File: src/rtl/mem_bus_arbiter_pkg.sv
// Shared types and constants for the memory bus arbiter.
package mem_bus_arbiter_pkg;

  typedef enum logic [1:0] {
    OWN_NONE = 2'd0,
    OWN_IF   = 2'd1,
    OWN_IE   = 2'd2,
    OWN_DMA  = 2'd3
  } owner_t;

  typedef enum logic [1:0] {
    ARB_IDLE  = 2'd0,
    ARB_ISSUE = 2'd1,
    ARB_WAIT  = 2'd2
  } arb_state_t;

  // Deepest RAM read latency the wait counter is sized for.
  localparam int ARB_RD_LAT_MAX = 4;

endpackage

File: src/rtl/mem_arb_pick.sv
// Combinational winner select: DMA > IE > IF, with IF lifted above IE
// (never above DMA) while the starvation boost flag is set.
module mem_arb_pick
  import mem_bus_arbiter_pkg::*;
(
  input  logic   dma_req,
  input  logic   ie_req,
  input  logic   if_req,
  input  logic   boost,
  output owner_t win
);

  // Priority chain; boost only reorders IF against IE.
  always_comb begin
    win = OWN_NONE;
    if (dma_req)              win = OWN_DMA;
    else if (if_req && boost) win = OWN_IF;
    else if (ie_req)          win = OWN_IE;
    else if (if_req)          win = OWN_IF;
  end

endmodule

File: src/rtl/mem_bus_arbiter.sv
// Single-port RAM arbiter for DMA, execute-unit and fetch requesters.
// One transaction at a time; fixed priority DMA > IE > IF.
// Optional build macro ARB_FETCH_BOOST_EN: after STARVE_MAX consecutive
// lost arbitrations, fetch is promoted above IE until it is granted.
//
// state     | meaning
// ----------+--------------------------------------------------------
// ST_IDLE   | no transaction; arbitrate requests on each clock edge
// ST_ISSUE  | address on RAM, grant pulse high; writes strobe mem_we
// ST_WAIT   | read in flight, count RD_LAT cycles then capture data
module mem_bus_arbiter
  import mem_bus_arbiter_pkg::*;
#(
  parameter int ADDR_W     = 16,
  parameter int DATA_W     = 8,
  parameter int RD_LAT     = 1,
  parameter int STARVE_MAX = 4
) (
  input  logic              clk,
  input  logic              rst,
  input  logic              dma_req,
  input  logic              dma_we,
  input  logic [ADDR_W-1:0] dma_addr,
  input  logic [DATA_W-1:0] dma_wdata,
  output logic              dma_gnt,
  output logic              dma_rvalid,
  input  logic              ie_req,
  input  logic              ie_we,
  input  logic [ADDR_W-1:0] ie_addr,
  input  logic [DATA_W-1:0] ie_wdata,
  output logic              ie_gnt,
  output logic              ie_rvalid,
  input  logic              if_req,
  input  logic [ADDR_W-1:0] if_addr,
  output logic              if_gnt,
  output logic              if_rvalid,
  output logic [DATA_W-1:0] rd_data,
  output logic [ADDR_W-1:0] mem_addr,
  output logic [DATA_W-1:0] mem_wdata,
  output logic              mem_we,
  input  logic [DATA_W-1:0] mem_rdata,
  output logic              busy,
  output logic [1:0]        owner
);

  localparam logic [1:0] ST_IDLE  = ARB_IDLE;
  localparam logic [1:0] ST_ISSUE = ARB_ISSUE;
  localparam logic [1:0] ST_WAIT  = ARB_WAIT;

  localparam int              LAT_W    = $clog2(ARB_RD_LAT_MAX);
  localparam logic [LAT_W-1:0] LAT_LAST = LAT_W'(RD_LAT - 1);

  logic [1:0]        state;
  logic [LAT_W-1:0]  lat_cnt;
  owner_t            owner_q;
  owner_t            win;
  logic              boost;
  logic [ADDR_W-1:0] win_addr;
  logic [DATA_W-1:0] win_wdata;
  logic              win_we;

  assign owner = owner_q;

`ifdef ARB_FETCH_BOOST_EN
  localparam int SW = $clog2(STARVE_MAX + 1);
  localparam logic [SW-1:0] STARVE_TOP = SW'(STARVE_MAX);

  logic [SW-1:0] starve_cnt;

  assign boost = (starve_cnt >= STARVE_TOP);

  // Count IDLE arbitrations that fetch loses; clear when fetch wins.
  always_ff @(posedge clk or negedge rst) begin
    if (!rst) begin
      starve_cnt <= '0;
    end else if (state == ST_IDLE) begin
      if (win == OWN_IF)
        starve_cnt <= '0;
      else if (if_req && (starve_cnt != STARVE_TOP))
        starve_cnt <= starve_cnt + SW'(1);
    end
  end
`else
  localparam int unused_starve_max = STARVE_MAX;

  assign boost = 1'b0;
`endif

  mem_arb_pick u_pick (
    .dma_req (dma_req),
    .ie_req  (ie_req),
    .if_req  (if_req),
    .boost   (boost),
    .win     (win)
  );

  // Route the winning requester's command toward the latch in IDLE.
  always_comb begin
    win_addr  = '0;
    win_wdata = '0;
    win_we    = 1'b0;
    case (win)
      OWN_DMA: begin
        win_addr  = dma_addr;
        win_wdata = dma_wdata;
        win_we    = dma_we;
      end
      OWN_IE: begin
        win_addr  = ie_addr;
        win_wdata = ie_wdata;
        win_we    = ie_we;
      end
      OWN_IF: begin
        win_addr  = if_addr;
      end
      default: ;
    endcase
  end

  // Transaction sequencer; strobes default low and pulse for one cycle.
  always_ff @(posedge clk or negedge rst) begin
    if (!rst) begin
      state      <= ST_IDLE;
      lat_cnt    <= '0;
      owner_q    <= OWN_NONE;
      busy       <= 1'b0;
      dma_gnt    <= 1'b0;
      ie_gnt     <= 1'b0;
      if_gnt     <= 1'b0;
      dma_rvalid <= 1'b0;
      ie_rvalid  <= 1'b0;
      if_rvalid  <= 1'b0;
      mem_addr   <= '0;
      mem_wdata  <= '0;
      mem_we     <= 1'b0;
      rd_data    <= '0;
    end else begin
      dma_gnt    <= 1'b0;
      ie_gnt     <= 1'b0;
      if_gnt     <= 1'b0;
      dma_rvalid <= 1'b0;
      ie_rvalid  <= 1'b0;
      if_rvalid  <= 1'b0;
      mem_we     <= 1'b0;
      case (state)
        ST_IDLE: begin
          if (win != OWN_NONE) begin
            mem_addr  <= win_addr;
            mem_wdata <= win_wdata;
            mem_we    <= win_we;
            owner_q   <= win;
            busy      <= 1'b1;
            dma_gnt   <= (win == OWN_DMA);
            ie_gnt    <= (win == OWN_IE);
            if_gnt    <= (win == OWN_IF);
            state     <= ST_ISSUE;
          end
        end
        ST_ISSUE: begin
          if (mem_we) begin
            owner_q <= OWN_NONE;
            busy    <= 1'b0;
            state   <= ST_IDLE;
          end else begin
            lat_cnt <= '0;
            state   <= ST_WAIT;
          end
        end
        ST_WAIT: begin
          if (lat_cnt == LAT_LAST) begin
            rd_data    <= mem_rdata;
            dma_rvalid <= (owner_q == OWN_DMA);
            ie_rvalid  <= (owner_q == OWN_IE);
            if_rvalid  <= (owner_q == OWN_IF);
            owner_q    <= OWN_NONE;
            busy       <= 1'b0;
            state      <= ST_IDLE;
          end else begin
            lat_cnt <= lat_cnt + LAT_W'(1);
          end
        end
        default: state <= ST_IDLE;
      endcase
    end
  end

endmodule

File: config.mk
export PLATFORM = sky130hd
export DESIGN_NAME = mem_bus_arbiter
export DESIGN_NICKNAME = d
export VERILOG_FILES = /design/src/rtl/mem_bus_arbiter_pkg.sv /design/src/rtl/mem_arb_pick.sv /design/src/rtl/mem_bus_arbiter.sv
export SDC_FILE = /design/constraint.sdc
export NUM_CORES = 1
export LEC_CHECK = 0
export ABC_AREA = 1
export ABC_CLOCK_PERIOD_IN_PS = 1500
export BUFFER_PORTS_ARGS = -buffer_cell sky130_fd_sc_hd__buf_2
export CELL_PAD_IN_SITES_DETAIL_PLACEMENT = 0
export CELL_PAD_IN_SITES_GLOBAL_PLACEMENT = 1
export CORE_ASPECT_RATIO = 1.5
export CORE_MARGIN = 2
export CORE_UTILIZATION = 29
export CTS_BUF_LIST = sky130_fd_sc_hd__clkbuf_4
export DETAILED_ROUTE_END_ITERATION = 8
export PLACE_DENSITY = 0.87
export SYNTH_ARGS = -nofsm -noshare
export SYNTH_HDL_FRONTEND = slang
export SYNTH_HIERARCHICAL = 1
export SYNTH_SLANG_ARGS = --single-unit
export TNS_END_PERCENT = 10
File: constraint.sdc
create_clock -name clk -period 1.5 [get_ports clk]
set_input_delay 0.3 -clock clk [delete_from_list [all_inputs] [get_ports clk]]
set_output_delay 0.3 -clock clk [all_outputs]
set_load 0.05 [all_outputs]
Word-level counts from Yosys, hierarchy flattened
Index checks and enable logic that the tools add are counted.
{"block": "totals", "register_bits": 46, "input_bits": 79, "out_inout_bits": 42}
{"block": "op_classes", "add_sub_neg": 1, "eq_ne": 13, "mux": 34, "n_reduce_logical": 10}
{"operator": "16-bit one-hot mux with 3 select lines", "count": 1}
{"operator": "1-bit two-way mux", "count": 18}
{"operator": "2-bit two-way mux", "count": 9}
{"operator": "8-bit one-hot mux with 2 select lines", "count": 1}
{"operator": "2-bit one-hot mux with 3 select lines", "count": 2}
{"operator": "2-bit == test, second input constant", "count": 5}
{"operator": "2-bit inequality test, second input constant", "count": 5}
{"operator": "2-bit by 1-bit == test with 1-bit output, second input constant", "count": 3}
{"operator": "2-bit AND reduction", "count": 3}
{"operator": "2-bit logical NOT", "count": 2}
{"operator": "2-bit one-hot mux with 2 select lines", "count": 1}
{"operator": "4-bit AND reduction", "count": 1}
{"operator": "2-bit nonzero test", "count": 2}
{"operator": "1-bit one-hot mux with 3 select lines", "count": 1}
{"operator": "3-bit AND reduction", "count": 1}
{"operator": "3-bit nonzero test", "count": 1}
{"operator": "2-bit by 1-bit adder with 2-bit output, second input constant", "count": 1}
{"operator": "1-bit one-hot mux with 2 select lines", "count": 1}

Longest topological paths before layout
Gate-level depths: netlist of the first run.
{"block": "depth", "ltp_word": 7, "mapped_depth": 11, "depth_no_buf": 9}

Hierarchy
Netlist of the first run, hierarchy kept.
{"module": "mem_bus_arbiter", "instances": 1, "cells_per_inst": 291, "area_per_inst_um2": 2287.2, "seq_area_each_um2": 1151.1}
{"module": "mem_arb_pick", "instances": 1, "cells_per_inst": 7, "area_per_inst_um2": 27.5, "seq_area_each_um2": 0.0}

Worst setup path after synthesis of the first run
OpenSTA, ideal clock, no wires.
{"block": "synth_path", "kind": "register to register", "from": "register state[0]", "to": "register rd_data[1]", "arrival_time_ns": 1.362, "required_time_ns": 1.375, "path_slack_ns": 0.013, "path_stages_with_launch": 6, "path_buffers": 1, "synth_period_minus_slack_ns": 1.487, "cell_sequence": "dfrtp_1 inv_1 ha_1 nand2_1 buf_2 mux2_2"}
{"block": "synth_between", "elab_chain_len": 2}
{"element": "from (decl)", "line": "mem_bus_arbiter.sv:53", "source": "logic [1:0] state;"}
{"element": "from (signal assigned)", "line": "mem_bus_arbiter.sv:123", "source": "state <= ST_IDLE;"}
{"element": "from (signal assigned)", "line": "mem_bus_arbiter.sv:156", "source": "state <= ST_ISSUE;"}
{"element": "from (signal assigned)", "line": "mem_bus_arbiter.sv:163", "source": "state <= ST_IDLE;"}
{"element": "2-bit == test", "line": "mem_bus_arbiter.sv:145", "source": "case (state)"}
{"element": "2-bit AND reduction (no source line)"}
{"element": "to (signal assigned)", "line": "mem_bus_arbiter.sv:171", "source": "rd_data <= mem_rdata;"}
{"element": "to (decl)", "line": "mem_bus_arbiter.sv:37", "source": "output logic [DATA_W-1:0] rd_data,"}
Every way passes these cells.
A chain may end at the register's enable or synchronous reset.

Worst setup path after layout of the first run
{"block": "layout_path", "from": "register state[1]", "to": "register mem_wdata[1]"}
{"block": "layout_between", "elab_chain_len": 2}
{"element": "2-bit logical NOT", "line": "mem_bus_arbiter.sv:145"}
{"element": "2-bit AND reduction (no source line)"}
{"element": "to (signal assigned)", "line": "mem_bus_arbiter.sv:149", "source": "mem_wdata <= win_wdata;"}
{"element": "to (decl)", "line": "mem_bus_arbiter.sv:39", "source": "output logic [DATA_W-1:0] mem_wdata,"}
Every way passes these cells.

==> run summary, run 1 <==
status - finished clean
skew final - 0.0108 ns
final setup violation count - 0
Crit Path Max Fanout - 12
post-synthesis cell count - 298
share of cells above drive strength 1 - 0.363
CP arrival - 1.70 ns
Via density - 4.45
Setup TNS - 0 ns
HPWL Detailed - 4.96 mm
global-route wire length before repair - 10.5 mm
clock sinks - 46
row count - 39
Worst setup SP type - register
Pins Over Slew Limit - 0
Die X-Extent - 76.9 µm
RSZ-0062 raised after global routing - true
Max Fclk - 0.709 GHz
Residual DRC - 0
Crit-path slowest cell - dfrtp_1
register-to-register setup slack - 0.09 ns
Multi-input gate area - 1030 µm²
Die Span Y - 113 µm
largest net degree at the start of global routing - 32
post-synthesis net count - 382
Synth-to-Final Area Change - 38.1%
routability cong. - 0.723
number of global-route vias before repair - 2,303
Netlist cell types - 20
crit-path cells - inv_1, ha_1, inv_1, a21oi_4, buf_4, nand2_1, nand2_1
CTS H-Tree Depth - 2
Setup crit end - mem_wdata[1]
Slew HR - 0.611
Iter 0 DRT Violations - 76
CORE AREA - 7660 µm²
Tot GR Track Use - 0.148
first drt pass iteration count - 4
Syn Area/Cell - 7.77 µm²
Crit Path Category - reg -> reg
Final Core Density - 0.417
Final Cycle Share - 0.940
clk buf depth - 2
Crit. Startpoint - state[1]
total number of vias - 2,378
worst-margin pin slew - 0.583 ns
Finished Cell Area - 3200 µm²
yosys warns - 6
Cell Area, Placed - 3130 µm²
WP depth - 7
maximum vdd drop - 0.000734 V
switching power - 3500 µW
Yosys reg bits - 46
CP max stage delay - 0.43 ns
Switching Share - 0.538
Remaining Overflow, GRT - 0
sequential area share after synthesis - 0.497
average wire per standard cell - 11.7 µm
ant diodes - 0
WL final - 6.23 mm
I/O pin count - 121
initial antenna violation count - 0
Pwr Density - 2030 nW/µm²
antenna viol nets, final - 0
Combinational Power Share - 0.601
Required @ worst endpoint - 1.79 ns
RR Endpoint - mem_wdata[1]
CTS buffer count - 5
synthesized cell area - 2310 µm²
CP Buf/Inv Count - 3
R2R cell count - 7
Reg area - 1150 µm²
min Tclk post-route - 1.41 ns
Lkg Pwr - 0.00187 µW
WHS - 0.158 ns
TritonCTS clock tree - yes
# port buffers - 120
root buffer cell - clkbuf_4
die area - 8730 µm²
initial core utilization - 0.302
reg-to-reg startpoint - state[1]
total power draw - 6500 µW
clock power share - 0.089
Max-cap violations - 0
Final nets - 515
clock slew at reported path FFs - 0.13 ns
Post-CTS Setup Repair Bufs - 0
Flop pwr share - 0.310
crit path capture type - register
final hold vios - 0
Largest delay share family, worst path - buffers and inverters
# fillers - 826
Int Power - 3000 µW
Hold Path Class - in -> reg
Clk Latency, worst-skew pair - 0.35 ns
==> registers in the layout (all words and copies together) (netlist names) <==
signal,cells
if_gnt,1
owner,2
ie_rvalid,1
mem_wdata,8
ie_gnt,1
busy,1
state,2
lat_cnt,2
dma_rvalid,1
mem_addr,16
if_rvalid,1
rd_data,8
dma_gnt,1
mem_we,1
==> power by group through the flow <==
stage	Clock, µW	Combinational [µW]	Sequential [µW]
after detailed placement	0	3940	2050
after floorplan	0	1280	3690
after CTS	617	3960	2030
after global routing	668	4240	2080
final	579	3910	2020
after global placement	0	3900	2030
==> cell families after synthesis <==
family | synth area share
buf+inv | 0.0578
compound gates | 0.0157
fa+ha+maj | 0.0270
flops | 0.497
other cells | 0.00162
simple gates | 0.362
mux | 0.0389
==> cell usage in the layout (no fill, tap or decap), types with 2 or more instances in the layout <==
cell type,n
buf_2,120
nor3_1,5
clkbuf_4,6
nand3_1,36
nor2_1,4
buf_12,3
nand2_1,154
mux2_2,8
nand4_1,3
inv_2,2
ha_1,5
buf_4,13
inv_1,14
nor2_2,2
dfrtp_1,46
o21ai_0,2
==> per-stage QoR <==
| stage | cells | setup WS (ns) |
|---|---|---|
| floorplan | 298 | 0.0133 |
| global placement | 525 | 0.0338 |
| detailed placement | 525 | -0.0232 |
| CTS | 534 | 0.0690 |
| global route | 534 | -0.0238 |
| finish | 534 | 0.0904 |
==> layout make-up <==
| type | count | share of cell area |
|---|---|---|
| repair buffers | 137 | 0.240 |
| well taps | 102 | 0.0399 |
| inverters | 17 | 0.0207 |
| clock inverters | 2 | 0.00274 |
| flip-flops and latches | 46 | 0.360 |
| multi-input cells | 224 | 0.322 |
| clock buffers | 6 | 0.0141 |
==> tightest hold or removal path: cells and delay by family <==
family | cells | cell delay [ns]
AND/OR/NAND/NOR | 2 | 0.09
buffers and inverters | 1 | 0.08
==> routing by layer <==
layer / vias to the layer above / wire length, µm / GRT usage
li1: 1200 / - / -
met1: 1090 / 2480 / 0.169
met2: 83 / 3330 / 0.282
met3: 5 / 353 / 0.0253
met4: 0 / 66 / 0.0364
met5: - / 0 / 0
==> synth_stat cells <==
| cell type | count | area share |
|---|---|---|
| a21oi_1 | 1 | 0.0022 |
| a21oi_4 | 1 | 0.0070 |
| buf_2 | 5 | 0.011 |
| buf_4 | 2 | 0.0065 |
| buf_6 | 2 | 0.0097 |
| clkbuf_1 | 2 | 0.0032 |
| conb_1 | 1 | 0.0016 |
| dfrtp_1 | 46 | 0.50 |
| ha_1 | 5 | 0.027 |
| inv_1 | 14 | 0.023 |
| inv_2 | 3 | 0.0049 |
| mux2_2 | 8 | 0.039 |
| nand2_1 | 154 | 0.25 |
| nand3_1 | 36 | 0.078 |
| nand3b_1 | 1 | 0.0032 |
| nand4_1 | 3 | 0.0081 |
| nor2_1 | 4 | 0.0065 |
| nor2_2 | 2 | 0.0054 |
| nor3_1 | 5 | 0.011 |
| o21ai_0 | 3 | 0.0065 |
==> worst min-delay path by stage <==
stage                from      endpoint  cells past startpoint  slack, ns
floorplan             rst          busy                      0      0.004
global placement      rst  mem_wdata[6]                      1       0.25
detailed placement    rst  mem_wdata[6]                      1       0.26
CTS                 ie_we        mem_we                      3       0.14
global route        ie_we        mem_we                      3       0.14
finish              ie_we        mem_we                      3       0.16
==> what timing repair did <==
item / 4_1_cts / 5_1_grt
endpoints found under the setup margin: 2 / 9
hold buffers: 1 / 0
hold endpoints to repair: 15 / 0
gates resized for setup: 1 / 1
No activity file was read; power rests on OpenSTA's default activity.
==> run 2, diff against run 1 <==
Settings changed: ABC_CLOCK_PERIOD_IN_PS 1500 to 1700, CORE_UTILIZATION 29 to 34, PLACE_DENSITY 0.87 to 0.95, SKIP_CTS_REPAIR_TIMING from default to 1.
Clock period 1.5 ns to 1.7 ns, I/O delays scaled along.
==> run summary, run 2 (synthesized netlist as in run 1, its figures left out) <==
Clk Latency, worst-skew pair - 0.36 ns
crit-path cells - inv_1, ha_1, inv_1, a21oi_4, inv_2, nand2_1, nand2_1
TritonCTS clock tree - yes
clk buf depth - 2
Tot GR Track Use - 0.175
maximum vdd drop - 0.000718 V
Multi-input gate area - 1030 µm²
largest net degree at the start of global routing - 47
Pwr Density - 1830 nW/µm²
Largest Register - mem_addr
initial core utilization - 0.354
Residual DRC - 0
Combinational Power Share - 0.594
CP Buf/Inv Count - 3
RSZ-0062 raised after global routing - true
clock sinks - 46
Die Span Y - 105 µm
Required @ worst endpoint - 1.97 ns
switching power - 3100 µW
CP arrival - 1.80 ns
Synth-to-Final Area Change - 34.4%
Crit. Startpoint - state[0]
initial antenna violation count - 1
root buffer cell - clkbuf_4
CTS buffer count - 5
global-route wire length before repair - 10.4 mm
Die X-Extent - 71.4 µm
Switching Share - 0.545
Iter 0 DRT Violations - 135
CTS H-Tree Depth - 2
Lkg Pwr - 0.00184 µW
die area - 7500 µm²
Final Cycle Share - 0.901
Max Fclk - 0.653 GHz
Cell Area, Placed - 3040 µm²
Via density - 4.61
Finished Cell Area - 3110 µm²
CP max stage delay - 0.44 ns
# port buffers - 120
# fillers - 650
first drt pass iteration count - 4
clock slew at reported path FFs - 0.13 ns
Worst setup SP type - register
CORE AREA - 6530 µm²
total number of vias - 2,326
Max-cap violations - 0
most common cell after layout, fill and taps aside - nand2_1
average wire per standard cell - 12.3 µm
Hold Path Class - in -> reg
crit path capture type - register
share of cells above drive strength 1 - 0.360
Flop pwr share - 0.315
I/O pin count - 121
Crit Path Max Fanout - 24
routability cong. - 0.798
Crit-path slowest cell - dfrtp_1
largest registers - mem_addr (16), mem_wdata (8), rd_data (8)
min Tclk post-route - 1.53 ns
number of global-route vias before repair - 2,372
skew final - 0.00681 ns
Final nets - 511
HPWL Detailed - 4.94 mm
Final Core Density - 0.476
most frequent cells in the layout - 153 x nand2_1, 120 x buf_2, 46 x dfrtp_1, 36 x nand3_1, 14 x inv_1
status - finished clean
Reg area - 1150 µm²
row count - 36
hold path startpoint - ie_we
WL final - 6.23 mm
clock power share - 0.091
final setup violation count - 0
Crit Path Category - reg -> reg
Int Power - 2590 µW
antenna viol nets, final - 0
final hold vios - 0
Pins Over Slew Limit - 0
Remaining Overflow, GRT - 0
reg-to-reg startpoint - state[0]
Largest register FFs - 16
Largest delay share family, worst path - flip-flops
[run 2: worst register-to-register path, stage by stage (launching register included)]
cell and delay, ns:
dfrtp_1 0.44, inv_1 0.10, ha_1 0.17, inv_1 0.11
a21oi_4 0.22, inv_2 0.22, nand2_1 0.12, nand2_1 0.06
[run 2: worst paths after layout]
check                          endpoint  slack (ns)  depth (start not counted)
max in group asynchronous    rd_data[1]        1.01                          3
min reg2reg                mem_wdata[1]        0.48                          2
max reg2reg                 mem_addr[4]        0.17                          7
min                              mem_we        0.17                          3
max                         mem_addr[4]        0.17                          7
min in group asynchronous   mem_addr[1]        0.47                          3
[run 2: through the flow]
stage               total power (µW)  hold WS (ns)  setup WS (ns)  std cells  TNS, ns
CTS                             5740       -0.0580         0.0709        503        0
floorplan                       4380        0.0444          0.213        298        0
detailed placement              5230         0.345         0.0302        495        0
finish                          5700         0.171          0.168        505        0
global route                    6110         0.172        -0.0252        505  -0.0367
global placement                5160         0.344         0.0895        495        0
[run 2: power groups by stage]
stage	clock [µW]	sequential [µW]	combinational (µW)
6_report	518	1800	3390
5_1_grt	571	1860	3680
4_1_cts	531	1800	3410
3_5_place_dp	0	1820	3410
3_3_place_gp	0	1810	3340
2_1_floorplan	0	3250	1130
[run 2: area by class of cell]
class / instances / area share
diodes: 1 / 0.000804
multi-input cells: 224 / 0.332
clock inverters: 2 / 0.00281
flip-flops and latches: 46 / 0.370
inverters: 17 / 0.0205
well taps: 76 / 0.0306
repair buffers: 133 / 0.229
clock buffers: 6 / 0.0145
[run 2: routing by layer]
layer / share of wire / GRT usage / wire length, µm / vias up
met5: 0 / 0 / 0 / -
met4: 0.030 / 0.0768 / 184 / 0
met3: 0.045 / 0.0309 / 279 / 14
met2: 0.53 / 0.323 / 3310 / 68
met1: 0.39 / 0.189 / 2450 / 1048
li1: - / - / - / 1196
==> run 3, diff against run 2 <==
Settings changed: ABC_AREA 1 to 0, CORE_MARGIN 2 to 3, CORE_UTILIZATION 34 to 37, HOLD_SLACK_MARGIN from default to 0.06.
==> run summary, run 3 <==
status - finished clean
HPWL Detailed - 4.61 mm
Pins Over Slew Limit - 0
Required @ worst endpoint - 1.95 ns
global-route wire length before repair - 9.74 mm
register-to-register setup slack - 0.06 ns
largest net degree at the start of global routing - 40
Max-cap violations - 0
R2R cell count - 5
share of cells above drive strength 1 - 0.496
average wire per standard cell - 14.3 µm
hold path startpoint - mem_rdata[3]
crit path capture type - register
Synth-to-Final Area Change - 38.9%
most numerous cell in the Yosys netlist - dfrtp_1
clock sinks - 46
Final Cycle Share - 0.966
yosys warns - 6
CTS H-Tree Depth - 2
Area contributors post-synth - dfrtp_1 50%, mux2_2 12%, o22ai_1 5.7%
WL final - 6.04 mm
most frequent cells in the layout - 120 x buf_2, 46 x dfrtp_1, 25 x mux2_2, 21 x o21ai_0, 21 x o22ai_1
Remaining Overflow, GRT - 0
Netlist cell types - 29
RR Endpoint - owner[1]
initial core utilization - 0.390
antenna viol nets, final - 0
Layout Cells excl Fill - 421
WP depth - 5
Crit-path slowest cell - or4_4
Tot GR Track Use - 0.164
Hold Path Class - in -> reg
total number of vias - 2,175
Worst Hold End - rd_data[3]
post-synth top area cell - dfrtp_1
root buffer cell - clkbuf_4
most common cell after layout, fill and taps aside - buf_2
Syn Area/Cell - 10.7 µm²
TritonCTS clock tree - yes
post-synthesis cell count - 216
maximum vdd drop - 0.000893 V
Largest register FFs - 16
top_reg_cell synth - dfrtp_1
Slew HR - 0.662
total power draw - 6290 µW
clock slew at reported path FFs - 0.13 ns
row count - 34
final worst slack - 0.0573 ns
final setup violation count - 0
pre-CTS setup slack - 0.0522 ns
Pwr Density - 1950 nW/µm²
I/O pin count - 121
Final Core Density - 0.541
initial antenna violation count - 0
Iter 0 DRT Violations - 92
Final nets - 432
Residual DRC - 0
Yosys reg bits - 46
Worst setup SP type - register
sequential area share after synthesis - 0.496
Max Fclk - 0.609 GHz
skew final - 0.00515 ns
Clk Latency, worst-skew pair - 0.34 ns
die area - 7280 µm²
ant diodes - 0
WHS - 0.221 ns
Largest delay share family, worst path - simple AND/OR/NAND/NOR gates
reg-to-reg startpoint - state[0]
Crit Path Max Fanout - 3
final hold vios - 0
largest registers - mem_addr (16), mem_wdata (8), rd_data (8)
# port buffers - 120
min Tclk post-route - 1.64 ns
CTS buffer count - 5
CP Buf/Inv Count - 1
Crit Path Category - reg -> reg
DP Cell Count - 411
share of Yosys cell area claimed by the top area cell type - 0.496
clk buf depth - 2
number of global-route vias before repair - 2,230
Hold Path Depth - 2
CORE AREA - 5960 µm²
EDFF count, synth - 0
CP arrival - 1.89 ns
synthesized cell area - 2320 µm²
Lkg Pwr - 0.00162 µW
Via density - 5.17
Largest Register - mem_addr
Die X-Extent - 70.7 µm
first drt pass iteration count - 6
crit-path cells - inv_2, ha_1, nor2b_2, or4_4, a22o_1
fraction of registers with async set/reset - 1.00
Die Span Y - 103 µm
CP max stage delay - 0.53 ns
synth cell count leaders - 46 x dfrtp_1, 25 x mux2_2, 21 x o21ai_0, 21 x o22ai_1, 16 x a21oi_1
routability cong. - 0.798
worst-margin pin slew - 0.507 ns
[run 3: stage by stage]
stage	cell area (µm²)	setup TNS, ns
floorplan	2320	0
global placement	3100	0
detailed placement	3100	0
CTS	3200	0
global route	3220	-0.0110
finish	3220	0
[run 3: how the worst max path moves through the flow]
stage | startpoint | endpoint
after floorplan | state[0] | owner[0]
after global placement | state[0] | owner[1]
after detailed placement | state[0] | owner[1]
after CTS | state[0] | owner[1]
after global routing | state[1] | owner[1]
final | state[0] | owner[1]
[run 3: cell type report]
| type | count | area, µm² |
|---|---|---|
| multi-input combinational | 151 | 1090 |
| sequential | 46 | 1150 |
| clock buffer | 5 | 37.5 |
| tap | 72 | 90.1 |
| fill | 570 | 2730 |
| timing repair buffer | 138 | 771 |
| clock inverter | 3 | 63.8 |
| inverter | 6 | 22.5 |
[run 3: report_power, final]
group,switching [µW],total [µW],internal (µW)
combinational,2530,3640,1110
clock,340,793,453
sequential,297,1850,1560
[run 3: logic make-up after synthesis]
logic type | share of synthesized area
buffers and inverters | 0.0372
adders and majority gates | 0.0270
AOI/OAI and AO/OA | 0.174
DFF | 0.496
other | 0.00162
and+or+nand+nor | 0.100
muxes | 0.164
[run 3: metal layers]
| layer | track usage | up-vias | wire length [µm] |
|---|---|---|---|
| met5 | 0 | - | 0 |
| met4 | 0.0535 | 0 | 70 |
| met3 | 0.0312 | 6 | 393 |
| met2 | 0.316 | 85 | 3280 |
| met1 | 0.178 | 1032 | 2300 |
| li1 | - | 1052 | - |
